### config.mk
export PLATFORM = sky130hd
export DESIGN_NAME = uart_tx_param_flat
export DESIGN_NICKNAME = d
export VERILOG_FILES = /design/src/rtl/uart_pkg.sv /design/src/rtl/uart_tx_param_if.sv /design/src/rtl/uart_tx_fifo.sv /design/src/rtl/uart_tx_param.sv /design/src/flat_wrapper.sv
export SDC_FILE = /design/constraint.sdc
export NUM_CORES = 1
export LEC_CHECK = 0
export BUFFER_PORTS_ARGS = -buffer_cell sky130_fd_sc_hd__buf_2
export CORE_ASPECT_RATIO = 1.75
export CORE_MARGIN = 2
export CORE_UTILIZATION = 55
export DETAILED_ROUTE_END_ITERATION = 7
export GPL_TIMING_DRIVEN = 0
export PLACE_DENSITY = 0.71
export SYNTH_ARGS = -nofsm -noshare
export SYNTH_HDL_FRONTEND = slang
export SYNTH_SLANG_ARGS = --single-unit
### constraint.sdc
create_clock -name clock -period 8.11 [get_ports clock]
set_clock_uncertainty 0.05 [all_clocks]
set_input_delay 1.2165 -clock clock [delete_from_list [all_inputs] [get_ports clock]]
set_output_delay 1.2165 -clock clock [all_outputs]
set_load 0.02 [all_outputs]
### src/rtl/uart_pkg.sv
// Shared constants, FSM encoding and frame-length helper for the parametrised UART transmitter.
package uart_pkg;

   localparam int PAR_NONE = 0;
   localparam int PAR_ODD  = 1;
   localparam int PAR_EVEN = 2;

   typedef enum logic [2:0] {
      IDLE   = 3'd0,
      START  = 3'd1,
      DATA   = 3'd2,
      PARITY = 3'd3,
      STOP   = 3'd4
   } uart_state_e;

   // Frame length in bit-times; multiply by CLKS_PER_BIT for clock cycles.
   function automatic int frame_len(input int data_bits, input int parity, input int stop_bits);
      return 1 + data_bits + ((parity != PAR_NONE) ? 1 : 0) + stop_bits;
   endfunction

endpackage

### src/rtl/uart_tx_param_if.sv
// Producer-side handshake of the UART transmitter: word, valid/ready and queue depth.
interface uart_tx_param_if #(
   parameter int DATA_BITS  = 8,
   parameter int FIFO_DEPTH = 4
);
   logic [DATA_BITS-1:0]        tx_data_in;
   logic                        tx_valid;
   logic                        tx_ready;
   logic [$clog2(FIFO_DEPTH):0] fifo_count;

   modport master (output tx_data_in, tx_valid, input  tx_ready, fifo_count);
   modport slave  (input  tx_data_in, tx_valid, output tx_ready, fifo_count);
endinterface

### src/rtl/uart_tx_fifo.sv
// Synchronous FIFO, read-first: pop_data always shows the head entry combinationally.
module uart_tx_fifo #(
   parameter int WIDTH = 8,
   parameter int DEPTH = 4
) (
   input  logic                     clock,
   input  logic                     reset,
   input  logic                     push,
   input  logic [WIDTH-1:0]         push_data,
   input  logic                     pop,
   output logic [WIDTH-1:0]         pop_data,
   output logic                     full,
   output logic                     empty,
   output logic [$clog2(DEPTH):0]   count
);
   localparam int PTR_W = $clog2(DEPTH);
   localparam int CNT_W = PTR_W + 1;

   logic [WIDTH-1:0] mem [DEPTH];
   logic [PTR_W-1:0] wr_ptr;
   logic [PTR_W-1:0] rd_ptr;
   logic [CNT_W-1:0] count_q;

   always_ff @(posedge clock) begin
      if (push) mem[wr_ptr] <= push_data;
   end

   // Pointers wrap naturally because DEPTH is a power of two.
   always_ff @(posedge clock) begin
      if (reset) begin
         wr_ptr  <= '0;
         rd_ptr  <= '0;
         count_q <= '0;
      end else begin
         if (push) wr_ptr <= wr_ptr + PTR_W'(1);
         if (pop)  rd_ptr <= rd_ptr + PTR_W'(1);
         case ({push, pop})
            2'b10:   count_q <= count_q + CNT_W'(1);
            2'b01:   count_q <= count_q - CNT_W'(1);
            default: count_q <= count_q;
         endcase
      end
   end

   assign pop_data = mem[rd_ptr];
   assign full     = (count_q == CNT_W'(DEPTH));
   assign empty    = (count_q == '0);
   assign count    = count_q;

endmodule

### src/rtl/uart_tx_param.sv
// Parametrised UART transmitter: FIFO-buffered, LSB-first, optional parity, 1 or 2 stop bits.
//
//   state  | meaning
//   IDLE   | line high, waiting for a queued word
//   START  | start bit (low) for one bit-time
//   DATA   | shift register bit 0 on the line, DATA_BITS bit-times
//   PARITY | registered parity bit for one bit-time (skipped if none)
//   STOP   | line high for STOP_BITS bit-times, then next word or IDLE
module uart_tx_param
   import uart_pkg::*;
#(
   parameter int CLKS_PER_BIT = 16,
   parameter int DATA_BITS    = 8,
   parameter int PARITY_MODE  = 0,
   parameter int STOP_BITS    = 1,
   parameter int FIFO_DEPTH   = 4
) (
   input  logic            clock,
   input  logic            reset,
   uart_tx_param_if.slave  bus,
   output logic            tx_out,
   output logic            tx_busy
);
   localparam int BAUD_W = $clog2(CLKS_PER_BIT);
   localparam int IDX_W  = $clog2(DATA_BITS);
   localparam logic [BAUD_W-1:0] BAUD_LOAD = BAUD_W'(CLKS_PER_BIT - 1);

   if (CLKS_PER_BIT < 2 || DATA_BITS < 5 || DATA_BITS > 9 ||
       (PARITY_MODE != PAR_NONE && PARITY_MODE != PAR_ODD && PARITY_MODE != PAR_EVEN) ||
       (STOP_BITS != 1 && STOP_BITS != 2) ||
       FIFO_DEPTH < 2 || (FIFO_DEPTH & (FIFO_DEPTH - 1)) != 0) begin : g_param_check
      $fatal(1, "uart_tx_param: illegal parameter combination");
   end

   uart_state_e          state_q, state_d;
   logic [BAUD_W-1:0]    baud_q, baud_d;
   logic [IDX_W-1:0]     idx_q, idx_d;
   logic [DATA_BITS-1:0] shreg_q, shreg_d;
   logic                 par_q, par_d;
   logic                 tx_d;
   logic                 load_frame;

   logic                 push;
   logic                 pop;
   logic [DATA_BITS-1:0] fifo_data;
   logic                 fifo_full;
   logic                 fifo_empty;
   logic                 baud_tick;

   assign bus.tx_ready = !fifo_full && !reset;
   assign push         = bus.tx_valid && bus.tx_ready;
   assign baud_tick    = (baud_q == '0);

   uart_tx_fifo #(
      .WIDTH (DATA_BITS),
      .DEPTH (FIFO_DEPTH)
   ) u_fifo (
      .clock     (clock),
      .reset     (reset),
      .push      (push),
      .push_data (bus.tx_data_in),
      .pop       (pop),
      .pop_data  (fifo_data),
      .full      (fifo_full),
      .empty     (fifo_empty),
      .count     (bus.fifo_count)
   );

   always_comb begin
      state_d    = state_q;
      baud_d     = baud_q;
      idx_d      = idx_q;
      shreg_d    = shreg_q;
      par_d      = par_q;
      tx_d       = tx_out;
      load_frame = 1'b0;
      pop        = 1'b0;

      case (state_q)
         IDLE: begin
            tx_d = 1'b1;
            if (!fifo_empty) load_frame = 1'b1;
         end
         START: begin
            if (baud_tick) begin
               state_d = DATA;
               baud_d  = BAUD_LOAD;
               idx_d   = '0;
               tx_d    = shreg_q[0];
            end else begin
               baud_d = baud_q - BAUD_W'(1);
            end
         end
         DATA: begin
            if (baud_tick) begin
               baud_d = BAUD_LOAD;
               if (idx_q == IDX_W'(DATA_BITS - 1)) begin
                  idx_d = '0;
                  if (PARITY_MODE != PAR_NONE) begin
                     state_d = PARITY;
                     tx_d    = par_q;
                  end else begin
                     state_d = STOP;
                     tx_d    = 1'b1;
                  end
               end else begin
                  idx_d   = idx_q + IDX_W'(1);
                  shreg_d = shreg_q >> 1;
                  tx_d    = shreg_q[1];
               end
            end else begin
               baud_d = baud_q - BAUD_W'(1);
            end
         end
         PARITY: begin
            if (baud_tick) begin
               state_d = STOP;
               baud_d  = BAUD_LOAD;
               idx_d   = '0;
               tx_d    = 1'b1;
            end else begin
               baud_d = baud_q - BAUD_W'(1);
            end
         end
         STOP: begin
            if (baud_tick) begin
               if (idx_q == IDX_W'(STOP_BITS - 1)) begin
                  if (!fifo_empty) begin
                     load_frame = 1'b1;
                  end else begin
                     state_d = IDLE;
                     tx_d    = 1'b1;
                  end
               end else begin
                  idx_d  = idx_q + IDX_W'(1);
                  baud_d = BAUD_LOAD;
               end
            end else begin
               baud_d = baud_q - BAUD_W'(1);
            end
         end
         default: begin
            state_d = IDLE;
            tx_d    = 1'b1;
         end
      endcase

      // Parity is latched with the word so the shifter can destroy its copy.
      if (load_frame) begin
         pop     = 1'b1;
         shreg_d = fifo_data;
         par_d   = (PARITY_MODE == PAR_ODD) ? ~(^fifo_data) : (^fifo_data);
         state_d = START;
         baud_d  = BAUD_LOAD;
         idx_d   = '0;
         tx_d    = 1'b0;
      end
   end

   always_ff @(posedge clock) begin
      if (reset) begin
         state_q <= IDLE;
         baud_q  <= '0;
         idx_q   <= '0;
         shreg_q <= '0;
         par_q   <= 1'b0;
         tx_out  <= 1'b1;
         tx_busy <= 1'b0;
      end else begin
         state_q <= state_d;
         baud_q  <= baud_d;
         idx_q   <= idx_d;
         shreg_q <= shreg_d;
         par_q   <= par_d;
         tx_out  <= tx_d;
         tx_busy <= (state_d != IDLE);
      end
   end

endmodule

### src/flat_wrapper.sv
// flat-port wrapper written by rule: the top's interface ports become plain ports
module uart_tx_param_flat import uart_pkg::*;
#(
   parameter int CLKS_PER_BIT = 16,
   parameter int DATA_BITS    = 8,
   parameter int PARITY_MODE  = 0,
   parameter int STOP_BITS    = 1,
   parameter int FIFO_DEPTH   = 4
)
  (clock, reset, tx_out, tx_busy, bus_tx_data_in, bus_tx_valid, bus_tx_ready, bus_fifo_count);
  uart_tx_param_if #(.DATA_BITS(DATA_BITS), .FIFO_DEPTH(FIFO_DEPTH)) bus_i ();
  input  logic clock;
  input  logic reset;
  output logic tx_out;
  output logic tx_busy;
  input wire logic [$bits(bus_i.tx_data_in)-1:0] bus_tx_data_in;
  input wire logic [$bits(bus_i.tx_valid)-1:0] bus_tx_valid;
  output wire logic [$bits(bus_i.tx_ready)-1:0] bus_tx_ready;
  output wire logic [$bits(bus_i.fifo_count)-1:0] bus_fifo_count;
  assign bus_i.tx_data_in = bus_tx_data_in;
  assign bus_i.tx_valid = bus_tx_valid;
  assign bus_tx_ready = bus_i.tx_ready;
  assign bus_fifo_count = bus_i.fifo_count;
  uart_tx_param #(.CLKS_PER_BIT(CLKS_PER_BIT), .DATA_BITS(DATA_BITS), .PARITY_MODE(PARITY_MODE), .STOP_BITS(STOP_BITS), .FIFO_DEPTH(FIFO_DEPTH)) u_core (.clock(clock), .reset(reset), .bus(bus_i), .tx_out(tx_out), .tx_busy(tx_busy));
endmodule
**Yosys cells after proc, flatten, opt, wreduce, memory -nomap -nowiden**

Memories as Yosys holds them, arrays and structs flattened. A register that Yosys moved wholly into a read port is not among the register bits.
Index checks and enable logic that the tools add are counted.
Widths: inputs -> output; s select.

- Bits in read-only memories: 0
- Memories: 1
- RAM bits: 32
- Bits in latches: 0
- Input port bits: 11
- Flip-flop bits (word level): 27
- Word-level logic and storage cells: 100

Memories:

| memory | depth | bits a word | read ports | clocked after Yosys merged registers in | wr ports | line | source |
|---|---|---|---|---|---|---|---|
| u_core.u_fifo.mem | 4 | 8 | 1 | 1 | 1 | uart_tx_fifo.sv:19 | `logic [WIDTH-1:0] mem [DEPTH];` |

- Eq/ne operators: 20
- Shift operators: 0
- $add $sub $neg: 6
- Reductions and logical operators: 21
- $lt $le $gt $ge: 0
- Mux-type cells: 43
- Div/mod/pow operators: 0
- Bitwise logic cells: 0
- Multipliers: 0

Operators by type and width:

| kind | number |
|---|---|
| $mux 3 | 13 |
| $mux 8 | 4 |
| $ne 3x1->1 const B | 6 |
| $mux 4 | 4 |
| $pmux 3 s5 | 1 |
| $mux 1 | 14 |
| $eq 3x3->1 const B | 3 |
| $logic_not 3->1 | 3 |
| $pmux 3 s3 | 1 |
| $reduce_bool 3->1 | 3 |
| $ne 2x1->1 const B | 4 |
| $pmux 4 s2 | 1 |
| $add 3x1->3 const B | 2 |
| $eq 3x2->1 const B | 2 |
| $pmux 3 s2 | 1 |
| $reduce_and 6->1 | 1 |
| $reduce_bool 2->1 | 3 |
| $reduce_and 5->1 | 1 |
| $add 2x1->2 const B | 2 |
| $logic_not 4->1 | 1 |
| $mux 2 | 2 |
| $ne 4x3->1 const B | 1 |
| $pmux 1 s4 | 1 |
| $reduce_or 2->1 | 2 |
| other kinds (12) | 14 |

**Depth between registers and ports, before layout**

- Depth in word-level cells: 8
- Depth in mapped cells: 13

**Cells and area by module**

From an unflattened synthesis, not the netlist that was laid out.

- Cells, all modules: 223
- Area total of the unflattened synthesis: 2813.9 µm²

Modules (own cells, without submodules):

| module | instances | area each (µm²) | cells an instance |
|---|---|---|---|
| uart_tx_fifo | 1 | 1591.5 | 89 |
| uart_tx_param | 1 | 1222.4 | 134 |

**Worst setup path before layout**

Ideal clock, no wire load.

- Path type: input port to output port
- Start: in reset
- End: out bus_tx_ready
- Data arrival time: 1.961 ns
- Path buffers: 2
- Required time: 6.844 ns
- Stages on the path: 3
- Setup slack: 4.883 ns
- Path through: clkbuf_1 -> buf_1 -> a21oi_1

- Longest elaborated chain between the ends: 2

Ends and longest elaborated chain:

| element | line | source |
|---|---|---|
| start, declared | flat_wrapper.sv:13 | `input logic reset;` |
| $logic_not 1->1 | uart_tx_param.sv:50 | `assign bus.tx_ready = !fifo_full && !reset;` |
| $logic_and 1x1->1 | uart_tx_param.sv:50 |  |
| end, declared | flat_wrapper.sv:18 | `output wire logic [$bits(bus_i.tx_ready)-1:0] bus_tx_ready;` |

Every way passes these cells.

**Worst setup path after layout**

Same ends and word-level chain as after synthesis.

==> metrics.txt <==
result of the run=complete, no violations; Pwr Density=347 nW/um2; Routed Wire Length=5.27 mm; H-tree depth=3; Syn Area/Cell=12.2 um2; # IOs=17; vias in the first global route=1862; Synth Cell Area=2770 um2; Final setup viols=0; Slew Limit Fails=0; Layout area overhead=13.4%; core area=4890 um2; post-route DRC violation count=0; clock sinks=61; most frequent cells in the layout=edfxtp_1, dfxtp_1, buf_2; final hold vios=0; crit start category=primary input; min-delay worst type=reg -> reg; Synth Warn #=0; Worst R2R Path Depth=13; antenna cells=0; post-detailed-route count of antenna-violating nets=0; Seq/Total Area, Yosys=55.7%; cell area after layout=3140 um2; slowest stage cell, crit path=buf_1; Max Root-Sink Buffers=2; most used cell, CP=buf_2; Post-synth top flop=edfxtp_1; first-pass GRT wire length=8.82 mm; TritonCTS Buffers=9; CP Cell Sequence=buf_2 -> clkbuf_1 -> buf_1 -> a21oi_1 -> buf_2; CTS clk-pin slew, worst paths=0.07 ns; Rel. slew slack=62.5%; Worst path max stage delay=0.44 ns; most common cell after layout, fill and taps aside=edfxtp_1; final worst path period need=3.67 ns; Critical Path RT=6.84 ns; DRT iter0 DRCs=94; Syn Nets=248; GRT Util Overall=21.1%; Post-CTS Setup Inserts=0; max cap viols=0; layout cells sized above 1=24.3%; hold_ws=0.445 ns; clock root buffer=clkbuf_8; average wire per standard cell=16.8 um; GRT overflow=0; Post-synth ARST share=0%; cells after synthesis=227; RSZ-0062 raised after global routing=false; register bit total from synthesis=61; critical path's top delay family=buffers and inverters; standard-cell row count=34; DR vias/cell=5.76; CTS tree=done; largest net degree at the start of global routing=13; DIE AREA=5640 um2; Die Height=97.9 um; fin nets=275; Worst Hold Depth=2; Pleak=0.00114 uW; DP HPWL=3.57 mm; worst skew pair latency=0.35 ns; CP Class=in -> out; Worst setup EP type=output port; CP arrival=2.41 ns; peak supply drop=0.225 mV; WP buf/inv=4; number of flops mapped to enable cells by yosys=32; IO Port Bufs=16; Resize count post-CTS=0; gpl congestion=0.767; Cell Area, Placed=2920 um2; fin crit share=45.3%; Vias=1804; Netlist cell types=53; fmax=272 MHz; Initial DRT Pass Iterations=4; setup TNS=0 ns; antenna violations before repair=0; hold buffers post-CTS=0; Fill cells=378; worst slew pin tran=0.561 ns; worst-path maximum fanout=10; Die X=57.6 um; Starting Density=56.6%; Crit. path cell count=5
-- logic make-up after synthesis --
logic type | synth area share, %
fa+ha+maj | 4.79
flops | 55.7
mux | 6.51
compound gates | 15.8
buf+inv | 5.24
xor+xnor | 1.27
simple gates | 10.7
-- path summary, 6_finish.rpt --
path	from	endpoint	slack, ns
min reg2reg	u_core.shreg_q[7]	u_core.shreg_q[7]	0.45
min	u_core.shreg_q[7]	u_core.shreg_q[7]	0.45
max	reset	bus_tx_ready	4.44
max reg2reg	u_core.baud_q[0]	u_core.u_fifo.count[2]	5.10
-- stage by stage --
step | setup WS, ns | total power (uW) | instances | utilization, %
3_3_place_gp | 4.40 | 786 | 297 | 59.6
6_report | 4.44 | 1090 | 313 | 64.2
4_1_cts | 4.41 | 1100 | 313 | 64.2
2_1_floorplan | 4.88 | 708 | 227 | -
5_1_grt | 4.28 | 1160 | 313 | 64.2
3_5_place_dp | 4.40 | 796 | 297 | 59.6
-- cell usage after synthesis, drive strengths merged, types with 4 or more instances --
| master | count | share of area [%] |
|---|---|---|
| edfxtp | 32 | 35 |
| dfxtp | 29 | 21 |
| inv | 19 | 2.6 |
| a21oi | 18 | 3.5 |
| o21ai | 13 | 2.9 |
| nand2 | 10 | 1.4 |
| nor2 | 10 | 1.4 |
| buf | 9 | 2.1 |
| ha | 9 | 4.1 |
| mux4 | 8 | 6.5 |
| and2 | 5 | 1.1 |
| or3 | 5 | 1.1 |
| a211oi | 4 | 1.3 |
| clkbuf | 4 | 0.59 |
| nor3 | 4 | 0.72 |
| o211ai | 4 | 1.1 |
-- final cells by class --
class / count / area [um2] / share of cell area (%)
Tap cell: 54 / 67.6 / 2.15
Clock inverter: 7 / 100 / 3.19
Multi-Input combinational cell: 134 / 1080 / 34.5
Buffer: 13 / 73.8 / 2.35
Sequential cell: 61 / 1540 / 49.1
Clock buffer: 9 / 124 / 3.94
Inverter: 19 / 71.3 / 2.27
Timing Repair Buffer: 16 / 80.1 / 2.55
-- report_power, final --
| part | internal (uW) | switching [uW] |
|---|---|---|
| combinational | 161 | 216 |
| sequential | 380 | 32.5 |
| clock | 174 | 126 |
-- metal layers --
metal | global-route usage, % | vias to the layer above | wire (um)
met5 | 0 | - | 0
met4 | 11.4 | 0 | 155
met3 | 5.56 | 14 | 168
met2 | 35.2 | 32 | 2840
met1 | 24.0 | 857 | 2110
li1 | - | 901 | -
-- tightest hold or removal path: cells and delay by family, from the launching register on --
family,cells,cell delay [ns]
flops,1,0.31
compound gates,2,0.13
-- state kept, by name, indices dropped and copies added (netlist names), named ones only --
| signal | flops |
|---|---|
| u_core.u_fifo.rd_ptr | 2 |
| u_core.baud_q | 4 |
| u_core.u_fifo.count | 3 |
| u_core.idx_q | 3 |
| u_core.state_q | 3 |
| u_core.tx_busy | 1 |
| u_core.shreg_q | 8 |
| u_core.u_fifo.wr_ptr | 2 |
| u_core.tx_out | 1 |
| u_core.u_fifo.mem | 32 |
Note: power is estimated with default switching activity, not from simulation.
